$ cat config.mk
export PLATFORM = sky130hd
export DESIGN_NAME = bus_transaction_sequencer
export DESIGN_NICKNAME = d
export VERILOG_FILES = /design/src/rtl/bus_transaction_sequencer.sv
export SDC_FILE = /design/constraint.sdc
export NUM_CORES = 1
export LEC_CHECK = 0
export CAP_MARGIN = 20
export CORE_ASPECT_RATIO = 1.2
export CORE_UTILIZATION = 40
export CTS_CLUSTER_SIZE = 24
export DETAILED_ROUTE_END_ITERATION = 12
export PLACE_DENSITY = 0.76
export SYNTH_ARGS = -nofsm -noshare
export SYNTH_HDL_FRONTEND = slang
export SYNTH_SLANG_ARGS = --single-unit
$ cat constraint.sdc
create_clock -name clk -period 7.82 [get_ports clk]
set_input_delay 1.564 -clock clk [delete_from_list [all_inputs] [get_ports clk]]
set_output_delay 1.564 -clock clk [all_outputs]
set_load 0.02 [all_outputs]
$ cat src/rtl/bus_transaction_sequencer.sv
// Bridges single decoded UART commands onto the shared module register bus:
// one outstanding cycle, held address/data, bounded wait, result + status back to the parser.
module bus_transaction_sequencer #(
  parameter int unsigned TIMEOUT_CYCLES = 1024,
  parameter int unsigned ERRCNT_WIDTH   = 16
) (
  input  logic                    clk,
  input  logic                    rst,
  input  logic                    cmd_valid_in,
  output logic                    cmd_ready_out,
  input  logic                    cmd_rw_in,
  input  logic [7:0]              cmd_mod_in,
  input  logic [4:0]              cmd_addr_in,
  input  logic [31:0]             cmd_data_in,
  output logic [31:0]             dbus_out,
  output logic [4:0]              abus_out,
  output logic [7:0]              mbus_out,
  output logic [7:0]              cbus_out,
  input  logic [31:0]             rsp_in,
  input  logic [7:0]              rsp_stat_in,
  output logic                    res_valid_out,
  input  logic                    res_ready_in,
  output logic [31:0]             res_data_out,
  output logic [1:0]              res_code_out,
  output logic [ERRCNT_WIDTH-1:0] fault_count_out
);

  typedef enum logic [1:0] {
    ST_IDLE  = 2'd0,
    ST_ISSUE = 2'd1,
    ST_WAIT  = 2'd2,
    ST_RESP  = 2'd3
  } state_t;

  localparam logic [7:0]  CBUS_IDLE  = 8'h00;
  localparam logic [7:0]  CBUS_WRITE = 8'h01;
  localparam logic [7:0]  CBUS_READ  = 8'h02;
  localparam logic [1:0]  CODE_OK    = 2'b00;
  localparam logic [1:0]  CODE_ERR   = 2'b01;
  localparam logic [1:0]  CODE_TMO   = 2'b10;
  localparam logic [15:0] LAST_WAIT  = 16'(TIMEOUT_CYCLES - 1);

  state_t      state, state_next;
  logic        rw_q;
  logic [15:0] wait_cnt;

  logic        stat_ack, stat_err, timeout_hit, wait_done;
  logic [1:0]  outcome_code;
  logic [31:0] outcome_data;
  logic        unused_stat;

  // Reserved status bits carry no meaning for this block.
  assign unused_stat  = ^rsp_stat_in[7:2];
  assign stat_ack     = rsp_stat_in[0];
  assign stat_err     = rsp_stat_in[1];
  assign timeout_hit  = (wait_cnt == LAST_WAIT);
  assign wait_done    = stat_err | stat_ack | timeout_hit;

  // Priority: error beats ack, and any response on the last cycle beats timeout.
  assign outcome_code = stat_err ? CODE_ERR : (stat_ack ? CODE_OK : CODE_TMO);
  assign outcome_data = (stat_ack && !stat_err && rw_q) ? rsp_in : 32'h0;

  // NOTE: sequential state uses non-blocking (<=) so every flop samples pre-edge values.
  always_ff @(posedge clk or posedge rst) begin
    if (rst) state <= ST_IDLE;
    else     state <= state_next;
  end

  // NOTE: every comb output gets a default first so no path infers a latch.
  always_comb begin
    state_next = state;
    unique case (state)
      ST_IDLE:  if (cmd_valid_in)  state_next = ST_ISSUE;
      ST_ISSUE:                    state_next = ST_WAIT;
      ST_WAIT:  if (wait_done)     state_next = ST_RESP;
      ST_RESP:  if (res_ready_in)  state_next = ST_IDLE;
      default:                     state_next = ST_IDLE;
    endcase
  end

  // Strobe is decoded from state so an async reset drops it immediately.
  always_comb begin
    cmd_ready_out = 1'b0;
    cbus_out      = CBUS_IDLE;
    res_valid_out = 1'b0;
    unique case (state)
      ST_IDLE:  cmd_ready_out = 1'b1;
      ST_ISSUE: cbus_out      = rw_q ? CBUS_READ : CBUS_WRITE;
      ST_RESP:  res_valid_out = 1'b1;
      default:  ;
    endcase
  end

  always_ff @(posedge clk or posedge rst) begin
    if (rst) begin
      rw_q            <= 1'b0;
      mbus_out        <= 8'h0;
      abus_out        <= 5'h0;
      dbus_out        <= 32'h0;
      wait_cnt        <= 16'h0;
      res_data_out    <= 32'h0;
      res_code_out    <= CODE_OK;
      fault_count_out <= '0;
    end else begin
      unique case (state)
        ST_IDLE: begin
          if (cmd_valid_in) begin
            rw_q     <= cmd_rw_in;
            mbus_out <= cmd_mod_in;
            abus_out <= cmd_addr_in;
            dbus_out <= cmd_rw_in ? 32'h0 : cmd_data_in;
          end
        end
        ST_ISSUE: wait_cnt <= 16'h0;
        ST_WAIT: begin
          wait_cnt <= wait_cnt + 16'd1;
          if (wait_done) begin
            res_data_out <= outcome_data;
            res_code_out <= outcome_code;
            if (outcome_code != CODE_OK && fault_count_out != '1)
              fault_count_out <= fault_count_out + ERRCNT_WIDTH'(1);
          end
        end
        ST_RESP: begin
          if (res_ready_in) begin
            mbus_out <= 8'h0;
            abus_out <= 5'h0;
            dbus_out <= 32'h0;
          end
        end
        default: ;
      endcase
    end
  end

endmodule

==> impl_metrics.ini, run 1 <==
[sta]
fin_worst_skew_ps = 6.572
min_period_ps = 3478
setup_violations = 0
period_share_pct = 44.48
hold_ws_ps = 462.8
rsz0062_at_grt = no
tightest_slew_ps = 835.6
hold_viol = 0
tns_ps = 0
max_freq_ghz = 0.2875
relSlewSlack_pct = 44.18
slew_viol_final = 0

[setup_path]
reg2reg_depth = 7
arrival_ps = 1910
critical_path_class = reg -> out
end_kind = primary output
reg2reg_slack_ps = 5330
cp_max_fo = 3
cp-start-kind = flop
critPathLaunch = state[1]
cp.required_ps = 6260
r2r_end = dbus_out[0]
r2r-start = state[0]

[synth]
synth_flop_cell = dfrtp_1
yosysMostFrequentCell = nand2_1
synth_edf_count = 0
syn_area_um2 = 4999
yosys_warnings = 0
netlist-cell-type-count = 44
ys_ff_latch = 114
synth_commonest_cells = 172 x nand2_1, 114 x dfrtp_1, 56 x nand3_1
async_flop_share_pct = 100.0
synthCells = 532
synth_top_cell_by_area = dfrtp_1
postSynthAreaPerCell_um2 = 9.396
synth-seq-area-share_pct = 57.07
synth_top_area_share_pct = 57.07
ys_top_cells_by_area = dfrtp_1 57%, nand2_1 13%, nand3_1 5.6%

[hold_path]
min_path_type = reg -> reg
hp-start = dbus_out[11]
whs_endpoint = dbus_out[11]
holdPathStages = 2

[floorplanning]
fp.dieArea_um2 = 12950
coreArea_um2 = 12170
ios = 195
start_util_pct = 41.08
die_h_um = 124.5
rows = 44
die_x_um = 104.0

[clock_network]
clk_pin_slew_worst_paths_ps = 50
cts_root_buf = clkbuf_16
cts.hold.buffers_added = 0
cts_buffers = 17
cts-resized-gates = 0
cts_buffer_depth = 2
clock-sinks = 114
htreeDepth = 4
post_cts_buffers = 0
clk_latency_ps = 410
cts_tree = built

[final_layout]
fin_nets = 805
drive_gt1_share_pct = 6.380
seqCellArea_um2 = 2853
syn_to_final_growth_pct = 51.84
antenna_cells = 0
multiInputGateArea_um2 = 1982
fillers = 963

[power_and_ir_drop]
seq_power_share_pct = 31.0
peakVddDrop_mv = 0.1571
p_clk_share_pct = 28.0
p_int_mw = 1.732
p_sw_share_pct = 36.70
power_frac_comb_pct = 41.0
p_leak_nw = 3.394
p_per_area_nw_per_um2 = 360.5
switching_power_mw = 1.004

[global_route]
grt_start_max_net_pins = 67
grt_overflow = 0
grt_pass1_vias = 4300
grt_usage_pct = 20.54
grt_pass1_wl_um = 20870
antenna_found_initial = 0

[route]
vias = 4392
wire_per_inst_um = 14.60
drt-pass1-iter-count = 4
finalWirelength_um = 12880
via_per_inst = 4.980
drtAntennaViolNets = 0
route.detailed.drc = 0
drt_iter0_markers = 274

[run_status]
status = complete, no violations

[place]
dp_hpwl_um = 9036
gp_congestion = 0.8383
port_buffers = 182

[run]
cap_violations = 0
kinds of logic after synthesis:
| family | share of synthesized area (%) |
|---|---|
| AO/OA/AOI/OAI | 6.183 |
| XOR/XNOR | 4.030 |
| buffers and inverters | 3.930 |
| adder cells (fa/ha/maj) | 1.502 |
| other | 0.07502 |
| flip-flops | 57.07 |
| multiplexers | 1.101 |
| AND/OR/NAND/NOR | 26.11 |
layout make-up:
cell class              instances  share of cell area, %
clock buffers                  21                  6.067
clock inverters                10                  1.764
inverters                       8                 0.4286
multi-input cells             380                  26.11
flip-flops and latches        114                  37.59
well taps                     161                  2.654
repair buffers                188                  25.39
power by group through the flow:
stage                     logic [mW]  clock network (mW)  registers, mW
after global placement          1.05                   0          0.849
final                           1.12               0.765          0.849
after floorplan                0.444                   0           1.02
after global routing            1.22               0.802          0.872
after CTS                       1.09               0.780          0.848
after detailed placement        1.09                   0          0.857
critical path, cell delays in order (launching register included):
cell	delay, ps
dfrtp_1	400
inv_1	100
ha_1	170
nor2b_1	190
clkdlybuf4s50_1	640
metal layers:
metal | wire length, µm | vias to the layer above | track usage (%) | share of wire (%)
met5 | 0 | - | 0 | 0
met4 | 282 | 0 | 9.580 | 2.2
met3 | 743 | 21 | 5.181 | 5.8
met2 | 6633 | 166 | 35.80 | 52
met1 | 5217 | 2095 | 23.51 | 41
li1 | - | 2110 | - | -
sequential cells by signal, summed over array words and instances (netlist names), 2 cells and up:
| register | flops |
|---|---|
| fault_count_out | 16 |
| abus_out | 5 |
| mbus_out | 8 |
| res_code_out | 2 |
| state | 2 |
| dbus_out | 32 |
| res_data_out | 32 |
| wait_cnt | 16 |
layout by cell type, fill, tap and decap left out, types with 4 or more instances in the layout:
cell,n
clkdlybuf4s50_1,182
nand2_1,172
dfrtp_1,114
nand3_1,56
o21ai_0,32
clkbuf_16,17
nor2_1,15
nand4_1,13
xor2_1,12
xnor2_1,11
and3_1,8
o21ai_1,7
inv_1,6
ha_1,6
conb_1,6
and4_1,4
and2_1,4
clkinv_2,4
per-stage QoR:
step / area, µm² / utilization (%) / power (mW) / setup WS [ps] / instances
6_report: 7590 / 62.38 / 2.736 / 4342 / 882
5_1_grt: 7590 / 62.38 / 2.894 / 4257 / 882
4_1_cts: 7527 / 61.87 / 2.722 / 4296 / 879
3_5_place_dp: 6933 / 56.98 / 1.947 / 4025 / 848
3_3_place_gp: 6905 / 56.76 / 1.898 / 4017 / 847
2_1_floorplan: 5017 / - / 1.465 / 3240 / 537
worst max-delay path by stage:
stage | end | slack [ps] | depth (start not counted)
2_1_floorplan | abus_out[0] | 3240 | 1
3_3_place_gp | res_code_out[1] | 4020 | 4
3_5_place_dp | res_code_out[1] | 4020 | 4
4_1_cts | cbus_out[0] | 4300 | 4
5_1_grt | cbus_out[0] | 4260 | 4
6_report | cbus_out[0] | 4340 | 4
Note: power is estimated with default switching activity, not from simulation.
==> run 2: changes to the inputs <==
--- a/config.mk
+++ b/config.mk
@@ -10,7 +10,7 @@
 export CORE_UTILIZATION = 40
 export CTS_CLUSTER_SIZE = 24
 export DETAILED_ROUTE_END_ITERATION = 12
-export PLACE_DENSITY = 0.76
+export PLACE_DENSITY = 0.79
 export SYNTH_ARGS = -nofsm -noshare
 export SYNTH_HDL_FRONTEND = slang
 export SYNTH_SLANG_ARGS = --single-unit
==> constraint.sdc (replaced) <==
create_clock -name clk -period 3.07 [get_ports clk]
set_input_delay 0.614 -clock clk [delete_from_list [all_inputs] [get_ports clk]]
set_output_delay 0.614 -clock clk [all_outputs]
set_load 0.02 [all_outputs]
==> run 2 against run 1 <==
Worst setup slack worse by 3800 ps. Design area fell by 0.87%. Non-clock buffer count up 2. Critical path type unchanged. Largest cell class unchanged.
==> impl_metrics.ini, run 2 (synthesis results as in run 1) <==
[run_status]
status = complete, no violations

[global_route]
grt_pass1_wl_um = 21320
grt_pass1_vias = 4354
grt_overflow = 0
top_usage_layer = met2
grt_start_max_net_pins = 115
met2_usage_pct = 35.53
grt_use_met3_pct = 5.756
antenna_found_initial = 0
grt_use_met1_pct = 24.90
grt_usage_pct = 20.58

[floorplanning]
coreArea_um2 = 12170
fp.dieArea_um2 = 12950
die_x_um = 104.0
rows = 44
die_h_um = 124.5
start_util_pct = 41.08
ios = 195

[sta]
slew_viol_final = 0
setup_slack_ps = 585.9
hold_viol = 0
period_share_pct = 80.92
fin_worst_skew_ps = 8.908
relSlewSlack_pct = 45.65
max_freq_ghz = 0.4026
rsz0062_at_grt = no
setup_violations = 0
tightest_slew_ps = 813.5
tns_ps = 0
hold_ws_ps = 463.3
min_period_ps = 2484

[place]
place_ws_ps = 612.4
placed_area_um2 = 6964
gp_congestion = 0.8337
port_buffers = 182
dp_hpwl_um = 9047

[clock_network]
cts.hold.buffers_added = 0
cts_buffer_depth = 2
clock-sinks = 114
cts_tree = built
clk_latency_ps = 400
cts_root_buf = clkbuf_16
post_cts_buffers = 0
clk_pin_slew_worst_paths_ps = 50
cts_buffers = 17
htreeDepth = 4
cts-resized-gates = 0

[final_layout]
antenna_cells = 0
fillers = 972
mostFrequentLayoutCell = clkdlybuf4s50_1
reg.largest.list = dbus_out (32), res_data_out (32)
fin_nets = 807
layout_common_cells = 182 x clkdlybuf4s50_1, 172 x nand2_1, 114 x dfrtp_1
drive_gt1_share_pct = 6.510
final_cell_area_um2 = 7523
syn_to_final_growth_pct = 50.51

[setup_path]
cp_max_fo = 3
crit_chain = inv_1 -> ha_1 -> and2_1 -> clkdlybuf4s50_1
reg2reg_slack_ps = 870
cp-start-kind = flop
r2r_end = wait_cnt[14]
r2r-start = state[0]
path_delay_family = buffers and inverters
end_kind = primary output
arrival_ps = 1870
cpPeakStageDelay_ps = 630
critical_path_class = reg -> out
reg2reg_depth = 7
critPathLaunch = state[1]
crit_buf_inv = 2
cp_slowest_cell = clkdlybuf4s50_1
cp.required_ps = 2460

[route]
vias = 4404
route.detailed.drc = 0
via_per_inst = 4.988
finalWirelength_um = 12900
wire_per_inst_um = 14.61
drt-pass1-iter-count = 4
drtAntennaViolNets = 0
drt_iter0_markers = 202

[power_and_ir_drop]
p_per_area_nw_per_um2 = 903.1
p_leak_nw = 3.364
peakVddDrop_mv = 0.3549

[hold_path]
hp-start = dbus_out[16]
min_path_type = reg -> reg
whs_endpoint = dbus_out[16]
holdPathStages = 2

[run]
cap_violations = 0
run 2: power breakdown:
part	switching [mW]	internal [mW]	leakage, nW	total, mW
Combinational	1.65	1.13	1.58	2.77
Clock	0.651	1.20	0.271	1.85
Sequential	0.258	1.91	1.52	2.17
Total	2.55	4.24	3.36	6.79
run 2: worst max path at each step:
stage / slack [ps] / endpoint / depth (start not counted)
finish: 590 / cbus_out[1] / 4
global placement: 700 / res_data_out[19] / 5
floorplan: 1070 / abus_out[0] / 1
detailed placement: 610 / res_data_out[14] / 5
CTS: 570 / cbus_out[1] / 4
global route: 480 / cbus_out[1] / 4
run 2: per-stage QoR:
stage               cells  util (%)  power [mW]
floorplan             537         -       3.733
global placement      853     57.24       4.881
detailed placement    853     57.24       4.977
CTS                   883     61.84       6.872
global route          883     61.84       7.194
finish                883     61.84       6.795
run 2: final cells by class:
class	instances	area (µm²)	share of cell area, %
Clock inverter	10	112.6	1.497
Inverter	8	33.78	0.4490
Timing Repair Buffer	190	1894	25.18
Sequential cell	114	2853	37.92
Clock buffer	20	446.7	5.937
Multi-Input combinational cell	380	1982	26.34
Tap cell	161	201.4	2.678
run 2: worst register-to-register path, delay by kind of cell, from the launching register on:
family | cells | cell delay, ps
buf+inv | 1 | 80
simple gates | 4 | 940
xor+xnor | 1 | 170
flops | 1 | 410
fa+ha+maj | 1 | 460
run 2: per-layer routing:
metal	vias to the layer above	routed length, µm
met5	-	0
met4	0	211
met3	17	723
met2	165	6704
met1	2110	5265
li1	2112	-
==> run 3: changes to the inputs <==
--- a/config.mk
+++ b/config.mk
@@ -10,7 +10,7 @@
 export CORE_UTILIZATION = 40
 export CTS_CLUSTER_SIZE = 24
 export DETAILED_ROUTE_END_ITERATION = 12
-export PLACE_DENSITY = 0.79
+export PLACE_DENSITY = 0.76
 export SYNTH_ARGS = -nofsm -noshare
 export SYNTH_HDL_FRONTEND = slang
 export SYNTH_SLANG_ARGS = --single-unit
==> constraint.sdc (replaced) <==
create_clock -name clk -period 2.3 [get_ports clk]
set_input_delay 0.46 -clock clk [delete_from_list [all_inputs] [get_ports clk]]
set_output_delay 0.46 -clock clk [all_outputs]
set_load 0.02 [all_outputs]
==> run 3 against run 2 <==
Clock power is 40% higher. Total power is 37% higher. Worst hold slack better by 2.8 ps. Largest cell class unchanged. Final cell count is 0.91% higher. Die area stayed put. Sequential share of layout area is 0.72 points lower. Routed wire length is 1.1% higher. Worst setup slack worse by 440 ps. Clock skew is 1.6 ps lower. Count of clock-buffer cells in the layout is 2 higher.
==> impl_metrics.ini, run 3 (synthesis results as in run 1) <==
[sta]
tightest_slew_ps = 639.6
period_share_pct = 93.63
hold_viol = 0
rsz0062_at_grt = no
tns_ps = 0
slew_viol_final = 0
fin_worst_skew_ps = 7.280
max_freq_ghz = 0.4644
relSlewSlack_pct = 57.27
setup_violations = 0
min_period_ps = 2154

[setup_path]
cp_max_fo = 4
cp-start-kind = flop
cp.required_ps = 1840
arrival_ps = 1690
critical_path_class = reg -> out
end_kind = primary output

[clock_network]
clk_latency_ps = 400
htreeDepth = 4
clock-sinks = 114
cts_buffer_depth = 2
cts_root_buf = clkbuf_16
cts_tree = built
cts_buffers = 17
clk_pin_slew_worst_paths_ps = 50

[floorplanning]
die_h_um = 124.5
fp.dieArea_um2 = 12950
rows = 44
ios = 195
die_x_um = 104.0
start_util_pct = 41.08
coreArea_um2 = 12170

[global_route]
grt_pass1_wl_um = 21910
antenna_found_initial = 0
grt_pass1_vias = 4495
grt_overflow = 0
grt_start_max_net_pins = 46
grt_usage_pct = 21.12

[final_layout]
fin_nets = 813
antenna_cells = 0
mostFrequentLayoutCell = clkdlybuf4s50_1
syn_to_final_growth_pct = 53.42
layout_common_cells = 179 x clkdlybuf4s50_1, 172 x nand2_1, 114 x dfrtp_1
reg.largest.list = dbus_out (32), res_data_out (32)
drive_gt1_share_pct = 7.397
final_cell_area_um2 = 7669

[power_and_ir_drop]
power_frac_comb_pct = 41.4
p_clk_share_pct = 27.8
p_int_mw = 5.894
seq_power_share_pct = 30.8
p_sw_share_pct = 36.88
peakVddDrop_mv = 0.6160
p_per_area_nw_per_um2 = 1218
p_leak_nw = 3.460
switching_power_mw = 3.444

[place]
gp_congestion = 0.8278
dp_hpwl_um = 9344
port_buffers = 182
placed_area_um2 = 7072

[route]
drt-pass1-iter-count = 4
via_per_inst = 4.984
drt_iter0_markers = 280
finalWirelength_um = 13040
vias = 4441
wire_per_inst_um = 14.64
route.detailed.drc = 0
drtAntennaViolNets = 0

[hold_path]
min_path_type = reg -> reg

[run_status]
status = complete, no violations

[run]
cap_violations = 0
[run 3: cell types whose count changed in the layout (fill, tap and decap cells not counted)]
| cell | previous run | this run |
|---|---|---|
| buf_12 | 1 | 6 |
| bufinv_16 | 2 | 3 |
| nor3_1 | 2 | 1 |
| nor3_2 | 1 | 2 |
| clkbuf_1 | 2 | 4 |
| dlygate4sd2_1 | 0 | 1 |
| dlymetal6s2s_1 | 0 | 2 |
| buf_4 | 7 | 8 |
| clkinv_4 | 2 | 1 |
| clkdlybuf4s50_1 | 182 | 179 |
[run 3: path summary, 6_finish.rpt]
check | endpoint | cells after the start | start | slack [ps]
max in group asynchronous | fault_count_out[8] | 3 | rst | 1230
setup reg to reg | fault_count_out[1] | 5 | wait_cnt[0] | 180
setup / recovery | res_valid_out | 2 | state[0] | 150
hold / removal | dbus_out[6] | 2 | dbus_out[6] | 470
hold reg to reg | dbus_out[6] | 2 | dbus_out[6] | 470
min in group asynchronous | dbus_out[31] | 2 | rst | 500
[run 3: area by class of cell]
type	count	area, µm²
Fill cell	986	4498
Clock buffer	22	454.2
Multi-Input combinational cell	380	1987
Timing Repair Buffer	196	2006
Sequential cell	114	2853
Clock inverter	10	133.9
Tap cell	161	201.4
Inverter	8	33.78
[run 3: layer usage]
layer / share of wire, % / global-route usage [%]
met1: 41 / 24.46
met2: 53 / 37.96
met3: 5.0 / 5.442
met4: 1.6 / 6.555
met5: 0 / 0
[run 3: repair_timing]
item | 4_1_cts | 5_1_grt
buffers inserted | 0 | 0
pin swaps | 0 | 0
setup endpoints to repair | 1 | 4
hold buffers | 0 | 0
gates resized for setup | 1 | 3
[run 3: metrics by stage]
step / std cells / power (mW) / setup WS (ps) / utilization, % / hold slack (ps)
after floorplan: 537 / 4.982 / 328.6 / - / 477.6
final: 891 / 9.338 / 146.5 / 63.03 / 466.1
after detailed placement: 859 / 6.782 / 205.8 / 58.12 / 456.8
after CTS: 891 / 9.415 / 25.21 / 62.95 / 466.9
after global routing: 891 / 9.877 / 54.75 / 63.03 / 493.3
after global placement: 859 / 6.657 / 221.2 / 58.12 / 449.9
[run 3: power by group through the flow]
stage	clock network [mW]	logic, mW	registers [mW]
floorplan	0	1.51	3.47
global placement	0	3.78	2.88
detailed placement	0	3.87	2.91
CTS	2.63	3.90	2.88
global route	2.73	4.18	2.96
finish	2.59	3.87	2.88
[run 3: worst max-delay path: stages (launching register included)]
cell,delay [ps]
dfrtp_1,400
ha_1,240
clkdlybuf4s50_1,650
